$ cat src/rtl/cop0_exception_controller_pkg.sv
// Shared constants for the COP0 exception controller: ExcCode values, FSM state encodings, ON/OFF levels.
// Pure declarations, no logic or latency.
// No flow control.
package cop0_exception_controller_pkg;

  localparam logic ON  = 1'b1;
  localparam logic OFF = 1'b0;

  // MIPS Cause.ExcCode values handled by this controller
  localparam logic [4:0] EXC_INT  = 5'd0;
  localparam logic [4:0] EXC_ADEL = 5'd4;
  localparam logic [4:0] EXC_ADES = 5'd5;
  localparam logic [4:0] EXC_SYS  = 5'd8;
  localparam logic [4:0] EXC_BP   = 5'd9;
  localparam logic [4:0] EXC_RI   = 5'd10;
  localparam logic [4:0] EXC_OV   = 5'd12;

  // Bit positions of the synchronous exception request vector
  localparam int REQ_ADEL = 0;
  localparam int REQ_ADES = 1;
  localparam int REQ_RI   = 2;
  localparam int REQ_OV   = 3;
  localparam int REQ_SYS  = 4;
  localparam int REQ_BP   = 5;

  typedef enum logic [2:0] {
    ST_IDLE     = 3'd0,
    ST_DRAIN    = 3'd1,
    ST_COMMIT   = 3'd2,
    ST_ERET     = 3'd3,
    ST_REDIRECT = 3'd4
  } state_t;

  // What the current sequence was started by; selects the redirect target and the statistics counter
  typedef enum logic [1:0] {
    SRC_NONE = 2'd0,
    SRC_EXC  = 2'd1,
    SRC_INT  = 2'd2,
    SRC_ERET = 2'd3
  } src_t;

endpackage

$ cat src/rtl/cop0_exception_controller_priority_enc.sv
// Picks the highest-priority synchronous exception and returns its ExcCode.
// Purely combinational, zero latency.
// No flow control; the caller decides when the result is sampled.
module cop0_exc_priority_enc
  import cop0_exception_controller_pkg::*;
(
  input  logic [5:0] iExcReq,
  output logic       oValid,
  output logic [4:0] oCode
);

  // Fixed priority: AdEL > RI > Ov > Sys > Bp > AdES (AdES is last because a store
  // address fault is only detected late, after the others have had their chance)
  always_comb begin
    oValid = |iExcReq;
    oCode  = EXC_INT;
    if (iExcReq[REQ_ADEL])     oCode = EXC_ADEL;
    else if (iExcReq[REQ_RI])  oCode = EXC_RI;
    else if (iExcReq[REQ_OV])  oCode = EXC_OV;
    else if (iExcReq[REQ_SYS]) oCode = EXC_SYS;
    else if (iExcReq[REQ_BP])  oCode = EXC_BP;
    else if (iExcReq[REQ_ADES]) oCode = EXC_ADES;
  end

endmodule

$ cat src/rtl/cop0_exception_controller.sv
// Sequences exception/interrupt entry and ERET exit around COP0; optional statistics under COP0_EXC_STATS_EN.
// Latency request->oPCWrite: DRAIN_CYCLES+2 cycles (exception/interrupt), 2 cycles (ERET).
// Stalls the pipeline while busy; requests are level-held by requesters and only sampled in IDLE.
module cop0_exception_controller
  import cop0_exception_controller_pkg::*;
#(
  parameter logic [31:0] EXC_VECTOR   = 32'h8000_0180,
  parameter int          DRAIN_CYCLES = 2,
  parameter int          CNT_W        = 16
) (
  input  logic              iCLK,
  input  logic              iCLR,
  input  logic [5:0]        iExcReq,
  input  logic [31:0]       iExcPC,
  input  logic              iExcBD,
  input  logic [7:0]        iInterruptMask,
  input  logic              iExcLevel,
  input  logic              iEretReq,
  input  logic [31:0]       iEpcTarget,
  output logic              oStall,
  output logic              oFlush,
  output logic              oExcOccurred,
  output logic [4:0]        oExcCode,
  output logic              oBranchDelay,
  output logic [31:0]       oEPC,
  output logic              oEret,
  output logic              oPCWrite,
  output logic [31:0]       oPCTarget,
  output logic              oBusy
`ifdef COP0_EXC_STATS_EN
  ,
  output logic [CNT_W-1:0]  oExcCount,
  output logic [CNT_W-1:0]  oIntCount,
  output logic [4:0]        oLastCode
`endif
);

  if (DRAIN_CYCLES < 0 || DRAIN_CYCLES > 15 || CNT_W < 1) begin : gBadParams
    $error("cop0_exception_controller: DRAIN_CYCLES must be 0..15 and CNT_W >= 1");
  end

  // With no drain the flush moves into COMMIT so in-flight work is still squashed
  localparam bit         HAS_DRAIN  = (DRAIN_CYCLES > 0);
  localparam logic [3:0] DRAIN_LAST = 4'((DRAIN_CYCLES > 0) ? DRAIN_CYCLES - 1 : 0);

  state_t      state, stateNxt;
  src_t        srcQ, srcNxt;
  logic [3:0]  drainCnt, drainNxt;
  logic [4:0]  codeQ, codeNxt;
  logic [31:0] epcQ, epcNxt;
  logic        bdQ, bdNxt;
  logic [31:0] eretTgtQ, eretTgtNxt;

  logic        syncValid;
  logic [4:0]  syncCode;
  logic        intReq;

  cop0_exc_priority_enc uPrioEnc (
    .iExcReq (iExcReq),
    .oValid  (syncValid),
    .oCode   (syncCode)
  );

  // Interrupts are masked while already at exception level; sync exceptions are not (nested entry)
  assign intReq = (|iInterruptMask) && !iExcLevel;

  // State and latched-context registers; reset aborts any sequence in flight
  always_ff @(posedge iCLK) begin
    if (!iCLR) begin
      state    <= ST_IDLE;
      srcQ     <= SRC_NONE;
      drainCnt <= 4'd0;
      codeQ    <= 5'd0;
      epcQ     <= 32'd0;
      bdQ      <= 1'b0;
      eretTgtQ <= 32'd0;
    end else begin
      state    <= stateNxt;
      srcQ     <= srcNxt;
      drainCnt <= drainNxt;
      codeQ    <= codeNxt;
      epcQ     <= epcNxt;
      bdQ      <= bdNxt;
      eretTgtQ <= eretTgtNxt;
    end
  end

  // Next-state, context capture and Moore outputs
  always_comb begin
    stateNxt     = state;
    srcNxt       = srcQ;
    drainNxt     = drainCnt;
    codeNxt      = codeQ;
    epcNxt       = epcQ;
    bdNxt        = bdQ;
    eretTgtNxt   = eretTgtQ;
    oFlush       = OFF;
    oExcOccurred = OFF;
    oExcCode     = 5'd0;
    oBranchDelay = OFF;
    oEPC         = 32'd0;
    oEret        = OFF;
    oPCWrite     = OFF;
    oPCTarget    = 32'd0;
    oStall       = (state != ST_IDLE);
    oBusy        = (state != ST_IDLE);

    case (state)
      ST_IDLE: begin
        // Arbitration: sync exception > ERET > interrupt; a losing ERET stays asserted and is retried
        if (syncValid) begin
          codeNxt  = syncCode;
          epcNxt   = iExcPC;
          bdNxt    = iExcBD;
          srcNxt   = SRC_EXC;
          drainNxt = 4'd0;
          stateNxt = HAS_DRAIN ? ST_DRAIN : ST_COMMIT;
        end else if (iEretReq) begin
          srcNxt   = SRC_ERET;
          stateNxt = ST_ERET;
        end else if (intReq) begin
          codeNxt  = EXC_INT;
          epcNxt   = iExcPC;
          bdNxt    = iExcBD;
          srcNxt   = SRC_INT;
          drainNxt = 4'd0;
          stateNxt = HAS_DRAIN ? ST_DRAIN : ST_COMMIT;
        end
      end
      ST_DRAIN: begin
        oFlush   = (drainCnt == 4'd0);
        drainNxt = drainCnt + 4'd1;
        if (drainCnt == DRAIN_LAST) stateNxt = ST_COMMIT;
      end
      ST_COMMIT: begin
        oFlush       = HAS_DRAIN ? OFF : ON;
        oExcOccurred = ON;
        oExcCode     = codeQ;
        oBranchDelay = bdQ;
        oEPC         = epcQ;
        stateNxt     = ST_REDIRECT;
      end
      ST_ERET: begin
        // COP0 has already resolved EPC (+4 / BD) onto iEpcTarget by the end of this cycle
        oEret      = ON;
        eretTgtNxt = iEpcTarget;
        stateNxt   = ST_REDIRECT;
      end
      ST_REDIRECT: begin
        oPCWrite  = ON;
        oPCTarget = (srcQ == SRC_ERET) ? eretTgtQ : EXC_VECTOR;
        stateNxt  = ST_IDLE;
      end
      default: stateNxt = ST_IDLE;
    endcase
  end

`ifdef COP0_EXC_STATS_EN
  // Saturating commit counters split by source, plus the last committed code
  always_ff @(posedge iCLK) begin
    if (!iCLR) begin
      oExcCount <= '0;
      oIntCount <= '0;
      oLastCode <= 5'd0;
    end else if (state == ST_COMMIT) begin
      oLastCode <= codeQ;
      if (srcQ == SRC_INT) begin
        if (oIntCount != '1) oIntCount <= oIntCount + CNT_W'(1);
      end else begin
        if (oExcCount != '1) oExcCount <= oExcCount + CNT_W'(1);
      end
    end
  end
`endif

endmodule

$ cat config.mk
export PLATFORM = sky130hd
export DESIGN_NAME = cop0_exception_controller
export DESIGN_NICKNAME = d
export VERILOG_FILES = /design/src/rtl/cop0_exception_controller_pkg.sv /design/src/rtl/cop0_exception_controller_priority_enc.sv /design/src/rtl/cop0_exception_controller.sv
export SDC_FILE = /design/constraint.sdc
export NUM_CORES = 1
export LEC_CHECK = 0
export CAP_MARGIN = 0
export CORE_AREA = 2 2 98 100
export DETAILED_ROUTE_END_ITERATION = 10
export DIE_AREA = 0 0 100 102
export PLACE_DENSITY = 0.82
export SETUP_SLACK_MARGIN = 0.15
export SLEW_MARGIN = 10
export SYNTH_ARGS = -nofsm -noshare
export SYNTH_HDL_FRONTEND = slang
export SYNTH_SLANG_ARGS = --single-unit
$ cat constraint.sdc
create_clock -name iCLK -period 2 [get_ports iCLK]
set_clock_uncertainty 0.05 [all_clocks]
set_input_delay 0.4 -clock iCLK [delete_from_list [all_inputs] [get_ports iCLK]]
set_output_delay 0.4 -clock iCLK [all_outputs]
set_load 0.01 [all_outputs]
==> impl_results.md <==
* Outcome: finished, violations left
* Failing checks: negative setup slack
* Total global-route track usage at 19.7%
* WL met1 at 4.45 mm
* XOR/XNOR Fraction of Synth Area at less than 1%
* Critical path class: register to output port
* Synthesized-area fraction occupied by adder cells at around 1.0%
* Final setup fails at 41
* Max Slew Vio Count at 0
* Fin Hold WS at a little under 0.4 ns
* Clock Sinks at just under 80
* 1st-iter DRT viols at between 60 and 70
* Remaining global-route overflow at 0
* Register Area at 1570 sq um
* HP Class: input pin to register
* Area occupied by multi-input gates at between 2000 and 2500 sq um
* CTS tree: built
* Setup WS pre-CTS at -0.203 ns
* Gpl congestion at about 0.80
* Clk root buf: clkbuf_8
* PwrDens at about 720 nW/um^2
* Asr flop ratio synth at 0%
* Port bufs at around 160
* Synthesized area at ~3600 sq um
* Die area at a little over 10,000 sq um
* DRT antenna net count at 0
* Layout Nets at 716
* First-pass GRT wire length at 16.2 mm
* CP required at 1.55 ns
* CP max FO at 4
* RSZ-0062 raised after global routing: true
* Maximum VDD drop at approximately 0.50 mV
* Critical path buffer and inverter count at 4
* Max Buffers Root-to-Sink at 2
* #FFs+latches synth at 78
* Fin crit share at 104%
* Core footprint at 9110 sq um
* Syn Area/Cell at ~8.0 sq um
* Average vias per placed instance at ~4.9
* IO Count at between 150 and 200
* Clock latency on the worst-skew pair at about 0.34 ns
* Fill cell count at between 600 and 700
* Crit path cell chain: nor2b_4 -> nor2b_4 -> buf_12 -> buf_8 -> clkbuf_16 -> and2_4 -> buf_6
* Cells after synthesis at roughly 450
* Net Count, Synth at 535
* WL per Instance at ~15 um
* Seq/Total Area, Yosys at ~43%
* Residual DRC at 0
* Lkg Pwr at ~2.8 nW
* Post-synthesis cell type count at 38
* PnR worst setup slack at -0.0889 ns
* Met3 WL at just over 800 um
* Starting Density at about two fifths
* Slowest cell delay on critical path at about 0.37 ns
* CTS clock-pin slew for the worst setup and hold paths at 0.08 ns
* Main combinational cell family by area after synthesis: simple AND/OR/NAND/NOR gates
* # rows at 35
* Synth warn at 0
* Post-DP HPWL at approximately 6.8 mm
* Slowest stage cell, crit path: dfxtp_4
* Top routing layer used: met4
* CP most frequent cell: nor2b_4
* Area share of and/or/nand/nor cells after synthesis at between 30 and 40%
* Tmin final at roughly 2.1 ns
* Fmax at approximately 0.48 GHz
* Layout cells sized above 1 at about a third
* Crit path arrival time at 1.64 ns
* Largest net degree at the start of global routing at 84
* Vias in the first global route at approximately 3.5k
* EDFF count, synth at 0
* Synth Area in Compound Gates at between 7 and 8%
* Initial antenna violation count at 0
* Max cap viols at 0
* Layout area overhead at 74.4%
* Multiplexer share of the synthesized area at under 10%
* CTS Buf Count at 9
* DRT Wirelength at between 10 and 15 mm
* Capturing element type of the critical path: output port
* N_diodes at 0
* DIE WIDTH at 100 um
* Final Hold Viols at 0
* WL met2 at just over 6 mm
* Die Y at 102 um
* Family with the most delay on the worst path: simple AND/OR/NAND/NOR gates
* Startpoint types: register
* Ys flop type: dfxtp_1
* Vias at 3,652
* 1st-pass router iterations at 4
* H-Tree Depth at 3
-- final timing paths --
kind	to	depth (start not counted)	slack [ns]	start
worst max-delay path	oEPC[14]	7	-0.09	state[1]
worst min register to register	codeQ[3]	2	0.41	codeQ[3]
worst min-delay path	eretTgtQ[23]	3	0.39	iCLR
worst max register to register	epcQ[24]	8	0.21	state[2]
-- cell type report --
class / count / share of cell area [%]
sequential: 78 / 25.0
timing repair buffer: 203 / 35.4
inverter: 6 / 0.358
clock inverter: 3 / 1.03
clock buffer: 13 / 2.69
tap: 111 / 2.21
multi-input combinational: 332 / 33.3
-- repair_timing --
action,in CTS,in global routing
setup buffers,6,5
pin swaps,8,50
hold buffers,0,0
endpoints found under the setup margin,115,92
cloned,5,7
gates resized for setup,353,104
-- cells by family (layout without fill, tap and decap cells) --
| logic type | after synthesis | count (layout) |
|---|---|---|
| other | 1 | 1 |
| AO/OA/AOI/OAI | 53 | 53 |
| XOR/XNOR | 1 | 1 |
| buffers and inverters | 39 | 225 |
| adder cells (fa/ha/maj) | 3 | 3 |
| multiplexers | 35 | 35 |
| AND/OR/NAND/NOR | 239 | 239 |
| flip-flops | 78 | 78 |
-- per-layer routing --
| layer | up-vias | GRT usage [%] |
|---|---|---|
| li1 | 1815 | - |
| met1 | 1680 | 21.6 |
| met2 | 141 | 38.1 |
| met3 | 16 | 4.24 |
| met4 | 0 | 6.01 |
| met5 | - | 0 |
-- state kept, by name, indices dropped and copies added (netlist names) --
register and count:
epcQ 32, state 3, eretTgtQ 32, drainCnt 4, srcQ 2, codeQ 4
bdQ 1
-- synthesized netlist by cell type (4+ instances only) --
library cell	number	area (sq um)
a21oi_1	37	185
and2_1	67	419
buf_6	4	45.0
clkbuf_1	24	90.1
dfxtp_1	78	1560
mux2i_1	35	350
nand2_1	140	526
nand3_1	4	20.0
nor2_1	5	18.8
o21ai_0	4	20.0
-- through the flow --
stage / instances / util [%] / instance area, sq um / TNS, ns / power, W
6_report: 746 / 69.1 / 6290 / -1.66 / 0.00454
5_1_grt: 746 / 69.1 / 6290 / -6.12 / 0.00473
4_1_cts: 734 / 62.4 / 5690 / -1.48 / 0.00440
3_5_place_dp: 707 / 59.0 / 5380 / -13.50 / 0.00282
3_3_place_gp: 707 / 59.0 / 5380 / -9.99 / 0.00279
2_1_floorplan: 449 / - / 3610 / 0 / 0.00240
-- cell usage in the layout, fill, tap and decap left out, types with 4 or more instances in the layout --
| cell type | n |
|---|---|
| a21oi_1 | 37 |
| and2_1 | 6 |
| and2_4 | 61 |
| buf_12 | 7 |
| buf_16 | 5 |
| buf_2 | 16 |
| buf_4 | 22 |
| buf_6 | 63 |
| clkbuf_16 | 6 |
| clkbuf_8 | 12 |
| clkdlybuf4s50_1 | 74 |
| dfxtp_1 | 75 |
| dlymetal6s2s_1 | 5 |
| mux2i_1 | 34 |
| nand2_1 | 140 |
| nand3_1 | 4 |
| nor2_1 | 4 |
| o21ai_0 | 4 |
-- report_power, final --
part,total (W),internal (W),switching [W]
Combinational,0.00136,0.000785,0.000578
Clock,0.00135,0.000805,0.000543
Sequential,0.00183,0.00172,0.000106
-- worst min-delay path, delay by kind of cell --
family                 cells  cell delay [ns]
AO/OA/AOI/OAI              1             0.12
buffers and inverters      2             0.23
(Power assumes the default switching activity.)
